`config.mk`:
```
export PLATFORM = sky130hd
export DESIGN_NAME = fb_port_arbiter_flat
export DESIGN_NICKNAME = d
export VERILOG_FILES = /design/src/rtl/fb_port_arbiter_if.sv /design/src/rtl/fb_port_arbiter.sv /design/src/flat_wrapper.sv
export SDC_FILE = /design/constraint.sdc
export NUM_CORES = 1
export LEC_CHECK = 0
export BUFFER_PORTS_ARGS = -buffer_cell sky130_fd_sc_hd__clkbuf_2
export CAP_MARGIN = 20
export CELL_PAD_IN_SITES_DETAIL_PLACEMENT = 2
export CELL_PAD_IN_SITES_GLOBAL_PLACEMENT = 2
export CORE_MARGIN = 3
export CORE_UTILIZATION = 35
export CTS_BUF_LIST = sky130_fd_sc_hd__clkbuf_4 sky130_fd_sc_hd__clkbuf_8
export DETAILED_ROUTE_END_ITERATION = 16
export GPL_TIMING_DRIVEN = 1
export PLACE_DENSITY_LB_ADDON = 0.08
export SLEW_MARGIN = 20
export SYNTH_ARGS = -nofsm -noshare
export SYNTH_HDL_FRONTEND = slang
export SYNTH_SLANG_ARGS = --single-unit
```
`constraint.sdc`:
```
create_clock -name clk50 -period 3.48 [get_ports clk50]
set_input_delay 0 -clock clk50 [delete_from_list [all_inputs] [get_ports clk50]]
set_output_delay 0 -clock clk50 [all_outputs]
set_load 0.05 [all_outputs]
```
`src/rtl/fb_port_arbiter_if.sv`:
```
// fb_port_arbiter_if
// Client-side bundle for the framebuffer arbiter. It carries the VGA scan-out
// read port and the CPU posted-write port.
//   rd_req / rd_addr   : VGA read request and address (held until accepted)
//   rd_ready           : request accepted this cycle when high with rd_req
//   rd_valid / rd_data : one-cycle read-data strobe and data
//   wr_en / wr_addr / wr_data : CPU write strobe, address and data
//   wr_full            : posted-write FIFO full; a write now is dropped
// Modports: master = the VGA/CPU clients, slave = the arbiter.
interface fb_port_arbiter_if;
    logic        rd_req;
    logic [11:0] rd_addr;
    logic        rd_ready;
    logic        rd_valid;
    logic [7:0]  rd_data;
    logic        wr_en;
    logic [11:0] wr_addr;
    logic [7:0]  wr_data;
    logic        wr_full;

    modport master (
        output rd_req, rd_addr, wr_en, wr_addr, wr_data,
        input  rd_ready, rd_valid, rd_data, wr_full
    );

    modport slave (
        input  rd_req, rd_addr, wr_en, wr_addr, wr_data,
        output rd_ready, rd_valid, rd_data, wr_full
    );
endinterface

```
`src/rtl/fb_port_arbiter.sv`:
```
// fb_port_arbiter
// Shares the single-port 4096x8 framebuffer RAM between the VGA reader and
// the CPU writer. Reads have priority; CPU writes are posted into a small
// FIFO. After MAX_RD_STREAK back-to-back reads with writes pending, one read
// slot is given to the oldest posted write so the FIFO still drains.
// Ports:
//   clk50, rst_n   : 50 MHz clock, asynchronous active-low reset
//   bus (slave)    : VGA read port and CPU write port, see fb_port_arbiter_if
//   ram_addr, ram_wdata, ram_we : registered RAM command
//   ram_rdata      : RAM read data (one-cycle latency, unregistered q)
//   drop_count     : saturating count of writes dropped while full
// Build option: define FB_ARB_DROP_CNT_EN to build the drop counter;
// otherwise drop_count is constant zero.
module fb_port_arbiter #(
    parameter int DEPTH         = 4,
    parameter int MAX_RD_STREAK = 8
) (
    input  logic             clk50,
    input  logic             rst_n,
    fb_port_arbiter_if.slave bus,
    output logic [11:0]      ram_addr,
    output logic [7:0]       ram_wdata,
    output logic             ram_we,
    input  logic [7:0]       ram_rdata,
    output logic [7:0]       drop_count
);
    localparam int PTR_W = $clog2(DEPTH);
    localparam int CNT_W = PTR_W + 1;
    localparam logic [CNT_W-1:0] CNT_FULL   = CNT_W'(DEPTH);
    localparam logic [7:0]       STREAK_MAX = 8'(MAX_RD_STREAK);

    typedef enum logic [1:0] {
        GNT_IDLE,
        GNT_READ,
        GNT_WRITE,
        GNT_FORCE
    } gnt_e;

    logic [11:0]      fifo_addr [DEPTH];
    logic [7:0]       fifo_data [DEPTH];
    logic [PTR_W-1:0] wr_ptr;
    logic [PTR_W-1:0] rd_ptr;
    logic [CNT_W-1:0] count;
    logic [CNT_W-1:0] count_next;
    logic [7:0]       streak;
    logic [7:0]       streak_next;
    logic             wr_full_q;
    logic             rd_issue_q;
    logic             rd_valid_q;

    logic fifo_nempty;
    logic force_wr;
    logic push;
    logic pop;
    gnt_e gnt;

    assign fifo_nempty = (count != '0);
    assign force_wr    = (streak == STREAK_MAX) && fifo_nempty;
    // The full flag is registered, so a write arriving while full is dropped
    // even if this cycle also pops an entry.
    assign push        = bus.wr_en && !wr_full_q;
    assign pop         = (gnt == GNT_FORCE) || (gnt == GNT_WRITE);

    assign bus.rd_ready = !force_wr;
    assign bus.rd_valid = rd_valid_q;
    assign bus.rd_data  = ram_rdata;
    assign bus.wr_full  = wr_full_q;

    always_comb begin
        gnt = GNT_IDLE;
        if (force_wr) begin
            gnt = GNT_FORCE;
        end else if (bus.rd_req) begin
            gnt = GNT_READ;
        end else if (fifo_nempty) begin
            gnt = GNT_WRITE;
        end
    end

    always_comb begin
        count_next = count;
        if (push && !pop) begin
            count_next = count + 1'b1;
        end else if (!push && pop) begin
            count_next = count - 1'b1;
        end
    end

    // Only reads made while a write is waiting count toward the streak.
    always_comb begin
        streak_next = streak;
        case (gnt)
            GNT_FORCE, GNT_WRITE: streak_next = 8'd0;
            GNT_READ:             streak_next = fifo_nempty ? streak + 8'd1 : 8'd0;
            default:              streak_next = streak;
        endcase
    end

    // Entries need no reset: the pointers and count define what is valid.
    always_ff @(posedge clk50) begin
        if (push) begin
            fifo_addr[wr_ptr] <= bus.wr_addr;
            fifo_data[wr_ptr] <= bus.wr_data;
        end
    end

    always_ff @(posedge clk50 or negedge rst_n) begin
        if (!rst_n) begin
            wr_ptr     <= '0;
            rd_ptr     <= '0;
            count      <= '0;
            streak     <= 8'd0;
            wr_full_q  <= 1'b0;
            rd_issue_q <= 1'b0;
            rd_valid_q <= 1'b0;
            ram_addr   <= 12'd0;
            ram_wdata  <= 8'd0;
            ram_we     <= 1'b0;
        end else begin
            if (push) begin
                wr_ptr <= wr_ptr + 1'b1;
            end
            if (pop) begin
                rd_ptr <= rd_ptr + 1'b1;
            end
            count      <= count_next;
            streak     <= streak_next;
            wr_full_q  <= (count_next == CNT_FULL);
            // Address goes out the cycle after acceptance, data returns one
            // cycle later from the RAM.
            rd_issue_q <= (gnt == GNT_READ);
            rd_valid_q <= rd_issue_q;
            case (gnt)
                GNT_FORCE, GNT_WRITE: begin
                    ram_addr  <= fifo_addr[rd_ptr];
                    ram_wdata <= fifo_data[rd_ptr];
                    ram_we    <= 1'b1;
                end
                GNT_READ: begin
                    ram_addr <= bus.rd_addr;
                    ram_we   <= 1'b0;
                end
                default: begin
                    ram_we <= 1'b0;
                end
            endcase
        end
    end

`ifdef FB_ARB_DROP_CNT_EN
    logic       drop;
    logic [7:0] drop_cnt_q;

    assign drop = bus.wr_en && wr_full_q;

    always_ff @(posedge clk50 or negedge rst_n) begin
        if (!rst_n) begin
            drop_cnt_q <= 8'd0;
        end else if (drop && (drop_cnt_q != 8'hFF)) begin
            drop_cnt_q <= drop_cnt_q + 8'd1;
        end
    end

    assign drop_count = drop_cnt_q;
`else
    assign drop_count = 8'h00;
`endif

endmodule

```
`src/flat_wrapper.sv`:
```
// flat-port wrapper written by rule: the top's interface ports become plain ports
module fb_port_arbiter_flat 
#(
    parameter int DEPTH         = 4,
    parameter int MAX_RD_STREAK = 8
)
  (clk50, rst_n, ram_addr, ram_wdata, ram_we, ram_rdata, drop_count, bus_rd_req, bus_rd_addr, bus_wr_en, bus_wr_addr, bus_wr_data, bus_rd_ready, bus_rd_valid, bus_rd_data, bus_wr_full);
  fb_port_arbiter_if bus_i ();
  input  logic clk50;
  input  logic rst_n;
  output logic [11:0] ram_addr;
  output logic [7:0] ram_wdata;
  output logic ram_we;
  input  logic [7:0] ram_rdata;
  output logic [7:0] drop_count;
  input wire logic [$bits(bus_i.rd_req)-1:0] bus_rd_req;
  input wire logic [$bits(bus_i.rd_addr)-1:0] bus_rd_addr;
  input wire logic [$bits(bus_i.wr_en)-1:0] bus_wr_en;
  input wire logic [$bits(bus_i.wr_addr)-1:0] bus_wr_addr;
  input wire logic [$bits(bus_i.wr_data)-1:0] bus_wr_data;
  output wire logic [$bits(bus_i.rd_ready)-1:0] bus_rd_ready;
  output wire logic [$bits(bus_i.rd_valid)-1:0] bus_rd_valid;
  output wire logic [$bits(bus_i.rd_data)-1:0] bus_rd_data;
  output wire logic [$bits(bus_i.wr_full)-1:0] bus_wr_full;
  assign bus_i.rd_req = bus_rd_req;
  assign bus_i.rd_addr = bus_rd_addr;
  assign bus_i.wr_en = bus_wr_en;
  assign bus_i.wr_addr = bus_wr_addr;
  assign bus_i.wr_data = bus_wr_data;
  assign bus_rd_ready = bus_i.rd_ready;
  assign bus_rd_valid = bus_i.rd_valid;
  assign bus_rd_data = bus_i.rd_data;
  assign bus_wr_full = bus_i.wr_full;
  fb_port_arbiter #(.DEPTH(DEPTH), .MAX_RD_STREAK(MAX_RD_STREAK)) u_core (.clk50(clk50), .rst_n(rst_n), .bus(bus_i), .ram_addr(ram_addr), .ram_wdata(ram_wdata), .ram_we(ram_we), .ram_rdata(ram_rdata), .drop_count(drop_count));
endmodule
```
**Word level (Yosys, flattened, before mapping)**

Memory sizes are Yosys's and may differ from the RTL's. A register that Yosys moved wholly into a read port is not among the register bits.
Index checks and enable logic that the tools add are counted.

- Eq/ne operators: 5
- Reductions and logical operators: 13
- Multipliers: 0
- $lt $le $gt $ge: 0
- Bitwise gates (word level): 0
- Divide/modulo/power cells: 0
- Shift operators: 0
- Multiplexer cells: 11
- Add/subtract/negate cells: 5

Operators by type and width:

| kind | count |
|---|---|
| $pmux W12 S2 | 1 |
| $pmux W8 S2 | 1 |
| $add A8 B1 Y8 const B | 1 |
| $eq A8 B4 Y1 const B | 1 |
| $mux W8 | 1 |
| $mux W2 | 3 |
| $mux W3 | 2 |
| $logic_not A1 Y1 | 5 |
| $add A2 B1 Y2 const B | 2 |
| $eq A2 B2 Y1 const B | 2 |
| $logic_and A1 B1 Y1 | 4 |
| $add A3 B1 Y3 const B | 1 |
| $eq A3 B3 Y1 const B | 1 |
| $mux W1 | 3 |
| $reduce_bool A3 Y1 | 1 |
| $sub A3 B1 Y3 const B | 1 |
| $eq A2 B1 Y1 const B | 1 |
| $reduce_bool A2 Y1 | 1 |
| $reduce_or A2 Y1 | 1 |
| $logic_or A1 B1 Y1 | 1 |

- Word-level logic and storage cells: 45
- Latch bits: 0
- Memories: 2
- Bits in writable memories: 80
- Memory bits (read-only): 0
- Output and inout bits: 40
- Register bits: 31
- Bits of input ports: 44

Memory list:

| memory | depth | bits a word | rd ports | clocked after memory_dff | wr ports | RTL line | source |
|---|---|---|---|---|---|---|---|
| u_core.fifo_addr | 4 | 12 | 1 | 0 | 1 | fb_port_arbiter.sv:39 | `logic [11:0] fifo_addr [DEPTH];` |
| u_core.fifo_data | 4 | 8 | 1 | 1 | 1 | fb_port_arbiter.sv:40 | `logic [7:0] fifo_data [DEPTH];` |

**Depth between registers and ports, before layout**

- Depth in word-level cells: 10
- Gate-level depth with buffers: 8
- Mapped depth without buffers: 7

**Worst setup path before layout**

No wires, ideal clock.

- Path type: register -> register
- Start: register u_core.count[0]
- End: register u_core.ram_addr[10]
- Arrival: 2021 ps
- Path slack: 1327 ps
- Period minus slack after synthesis: 2153 ps
- Library setup time: 132 ps
- Buffers on the path: 1
- Cell stages (with the launch flop): 9
- Cell sequence: dfrtp_1 -> inv_1 -> ha_1 -> ha_1 -> or4b_1 -> o21ai_2 -> buf_6 -> mux2i_1 -> o21ai_1

- Cells in the longest elaborated chain, start to end: 7
- Elaborated cells on any way between the ends: 11

Ends and longest elaborated chain:

| element | RTL line | source |
|---|---|---|
| from (decl) | fb_port_arbiter.sv:43 | `logic [CNT_W-1:0] count;` |
| from (signal assigned) | fb_port_arbiter.sv:126 | `count <= count_next;` |
| $reduce_bool A3 Y1 * | fb_port_arbiter.sv:57 | `assign fifo_nempty = (count != '0);` |
| $mux W2 | fb_port_arbiter.sv:75 | `end else if (fifo_nempty) begin` |
| $mux W2 | fb_port_arbiter.sv:73 | `end else if (bus.rd_req) begin` |
| $mux W2 * | fb_port_arbiter.sv:71 | `if (force_wr) begin` |
| $eq A2 B2 Y1 | fb_port_arbiter.sv:133 | `case (gnt)` |
| $reduce_or A2 Y1 | fb_port_arbiter.sv:133 |  |
| $pmux W12 S2 / $reduce_bool A2 Y1 (equally long branches) | - |  |
| to (signal assigned) | fb_port_arbiter.sv:135 | `ram_addr <= fifo_addr[rd_ptr];` |
| to (signal assigned) | fb_port_arbiter.sv:140 | `ram_addr <= bus.rd_addr;` |
| to (decl) | fb_port_arbiter.sv:21 | `output logic [11:0] ram_addr,` |

Mark *: on every way between the ends. The rest lies on a longest branch, timed or not.
A chain may end at the register's enable or synchronous reset.

**Worst setup path in the final report**

- Start: register u_core.count[0]
- End: register u_core.ram_addr[6]

The elaborated chain is that of the path after synthesis.

==> impl_metrics.yaml <==
outcome:
  status: "complete, no violations"
critical_path:
  crit_type: "reg -> reg"
  crit_top_cell: "ha_1"
  critPathBufInv: 2
  crit_chain: "inv_1, ha_1, ha_1, or4b_1, o21ai_2, buf_4, mux2i_1, o21ai_1"
  required_ns: 3.79
  max_stage_delay_ns: 0.57
  cp_max_fo: 11
  crit_path_start_kind: "flip-flop"
  cp_slowest_cell: "or4b_1"
  arrival_ns: 2.70
  endpoint_kind: "flip-flop"
  path_depth: 8
  cpLargestDelayFamily: "simple AND/OR/NAND/NOR gates"
  ff2ff_path_depth: 8
final_layout:
  final_cell_area_um2: 6240
  ff_latch_area_um2: 3381
  drive_above_1_share_pct: 31.35
  layout.nets: 461
  multiInputGateArea_um2: 1444
  antenna_cells: 0
  areaGrowthSynthToFinish_pct: 24.74
  layout_commonest_cell: "edfxtp_1"
  final_cell_mix: "edfxtp_1 (80), clkbuf_2 (59), dfrtp_1 (37)"
  final.fill_count: 1334
  layoutNonFillerInstCount: 601
synth:
  ys_warn_count: 0
  ys_seq_elements: 119
  synth.area.mux_share_pct: 13.91
  yosysUniqueCellTypes: 46
  synth_top_family_by_area: "multiplexers"
  netlist_area_um2: 5002
  synth_compound_gate_area_share_pct: 4.502
  yosys.area_share.simple_pct: 6.328
  ys_async_sr_fraction_pct: 32.77
  synth_area_per_cell_um2: 16.29
  postSynthCellCount: 307
  synth_xor_area_share_pct: 1.226
  ys.flop_type: "edfxtp_1"
  synth_fa_ha_area_share_pct: 2.251
  synth_edf_count: 80
  ys_seq_area_share_pct: 67.53
sta:
  fin_crit_ns: 2.387
  hold_viol: 0
  skew_ns: 0.004639
  layout_worst_path_cycle_share_pct: 68.60
  fin_setup_tns_ns: 0
  drv_slew: 0
  fmax_ghz: 0.4189
  worst_pin_slew_ns: 0.7980
  rsz0062_at_grt: "no"
  setup_violations: 0
  slew_headroom_pct: 46.80
pwr:
  power_leakage_nw: 2.455
  power_frac_comb_pct: 30.5
  ir_worst_vdd_mv: 0.3264
  sw_frac_of_total_pct: 35.09
  switching_power_w: 0.001821
  p_int_w: 0.003368
  clockPowerShare_pct: 27.7
  power.density_nw_per_um2: 831.6
  power_frac_seq_pct: 41.7
clock_tree:
  tritoncts: "done"
  clk_pin_slew_ns: 0.07
  clock_path_buffers: 2
  root_buffer: "clkbuf_8"
  cts_hold_buf: 33
  cts-htree-levels: 4
  post-cts-setup-buffer-count: 0
  worstSkewPairLatency_ns: 0.43
  cts_num_sinks: 119
  cts_inserted_buffers: 17
  cts_resized: 0
routing:
  dr.pass1.iters: 4
  finalWirelength_mm: 11.14
  drc_errors: 0
  drtAntennaViolNets: 0
  first_iter_violations: 122
  via_per_inst: 4.917
  wl_per_cell_um: 18.54
  via_count: 2955
grt:
  grt_pass1_vias: 3273
  grtUsageTotal_pct: 15.38
  grt_pass1_wl_mm: 18.24
  grt_antenna_before_repair: 0
  grt-ovfl-total: 0
  grt_max_degree: 40
floorplanning:
  die_w_um: 125.6
  die_area_um2: 15760
  die_h_um: 125.6
  fp.coreArea_um2: 13930
  num_rows: 43
  start_util_pct: 35.90
  io_pins: 84
hold_path:
  min_path_cells: 0
  hold_path.class: "in -> out"
placement:
  io_buffers: 59
  placed_cells: 536
  dpl.hpwl_mm: 7.093
  gp_congestion: 0.7091
  dpl-instance-area_um2: 5450
job:
  drv_cap: 0
## power by group through the flow
| stage | clock network (W) | logic, W | registers [W] |
|---|---|---|---|
| 2_1_floorplan | 0 | 0.000890 | 0.00244 |
| 3_3_place_gp | 0 | 0.00156 | 0.00219 |
| 3_5_place_dp | 0 | 0.00159 | 0.00221 |
| 4_1_cts | 0.00148 | 0.00162 | 0.00218 |
| 5_1_grt | 0.00154 | 0.00172 | 0.00223 |
| 6_report | 0.00144 | 0.00158 | 0.00217 |
## kinds of logic (layout without fill, tap and decap cells)
kind of cell / Yosys count / count (layout)
AOI/OAI and AO/OA: 34 / 34
and+or+nand+nor: 58 / 58
xor gates and xnor gates: 7 / 7
adders and majority gates: 9 / 9
muxes: 43 / 43
other: 1 / 8
DFF: 119 / 119
buffers and inverters: 36 / 143
## worst register-to-register path: cells and delay by family (launching register included)
family / cells / cell delay [ns]
AOI/OAI and AO/OA: 2 / 0.22
adders and majority gates: 2 / 0.47
buffers and inverters: 2 / 0.34
DFF: 1 / 0.45
muxes: 1 / 0.23
and+or+nand+nor: 1 / 0.57
## final cells by class
| cell class | instances | area share (%) |
|---|---|---|
| flip-flops and latches | 119 | 54.18 |
| multi-input cells | 159 | 23.14 |
| repair buffers | 100 | 10.99 |
| clock buffers | 19 | 4.091 |
| well taps | 180 | 3.609 |
| clock inverters | 13 | 3.248 |
| inverters | 11 | 0.7419 |
## through the flow
stage / setup slack (ns) / total power [W] / utilization (%) / hold slack (ns)
floorplan: 1.327 / 0.003326 / - / -0.2956
global placement: 1.164 / 0.003744 / 39.11 / 0.0003409
detailed placement: 1.106 / 0.003798 / 39.11 / 0.0003409
CTS: 1.087 / 0.005294 / 44.77 / 0.0003409
global route: 0.9163 / 0.005487 / 44.78 / 0.00008569
finish: 1.093 / 0.005189 / 44.78 / 0.00001698
## sequential cells by signal (all words and copies together), names as in the netlist
register,cells
u_core.bus.rd_valid,1
u_core.count,3
u_core.ram_we,1
u_core.ram_wdata,8
u_core.fifo_data,32
u_core.rd_issue_q,1
u_core.streak,8
u_core.fifo_addr,48
u_core.bus.wr_full,1
u_core.rd_ptr,2
u_core.ram_addr,12
u_core.wr_ptr,2
## synth_stat cells (2+ instances only)
cell | instances | area [um2]
o221a_1 | 2 | 22.52
ha_1 | 9 | 112.6
nand2b_1 | 2 | 12.51
mux4_2 | 20 | 450.4
inv_1 | 9 | 33.78
edfxtp_1 | 80 | 2402
and3_1 | 3 | 18.77
xnor2_1 | 5 | 43.79
clkbuf_1 | 6 | 22.52
xor2_1 | 2 | 17.52
o211ai_1 | 2 | 15.01
a31oi_1 | 3 | 18.77
nor2_1 | 2 | 7.510
and2_1 | 4 | 25.02
o21ai_1 | 12 | 60.06
nand3_1 | 10 | 50.05
a21oi_1 | 2 | 10.01
nor3b_1 | 5 | 37.54
dfrtp_1 | 39 | 975.9
mux2i_1 | 14 | 140.1
nand2_1 | 23 | 86.33
a21o_1 | 2 | 15.01
o21ai_0 | 6 | 30.03
mux2_1 | 8 | 90.09
buf_4 | 16 | 120.1
## metal layers
layer | share of wire (%) | GRT usage [%] | vias up
met1 | 44 | 19.43 | 1527
met4 | 1.5 | 5.485 | 0
li1 | - | - | 1335
met3 | 4.2 | 4.571 | 15
met2 | 51 | 25.24 | 78
met5 | 0 | 0 | -
## path summary, 6_finish.rpt
check,startpoint,endpoint,slack [ns]
worst min-delay path,ram_rdata[0],bus_rd_data[0],0.00002
worst min register to register,u_core.rd_issue_q,u_core.bus.rd_valid,0.35
max in group asynchronous,rst_n,u_core.rd_ptr[0],2.89
min in group asynchronous,rst_n,u_core.streak[1],0.19
worst max register to register,u_core.count[0],u_core.ram_addr[6],1.09
worst max-delay path,u_core.count[0],u_core.ram_addr[6],1.09
Note: power is estimated with default switching activity, not from simulation.
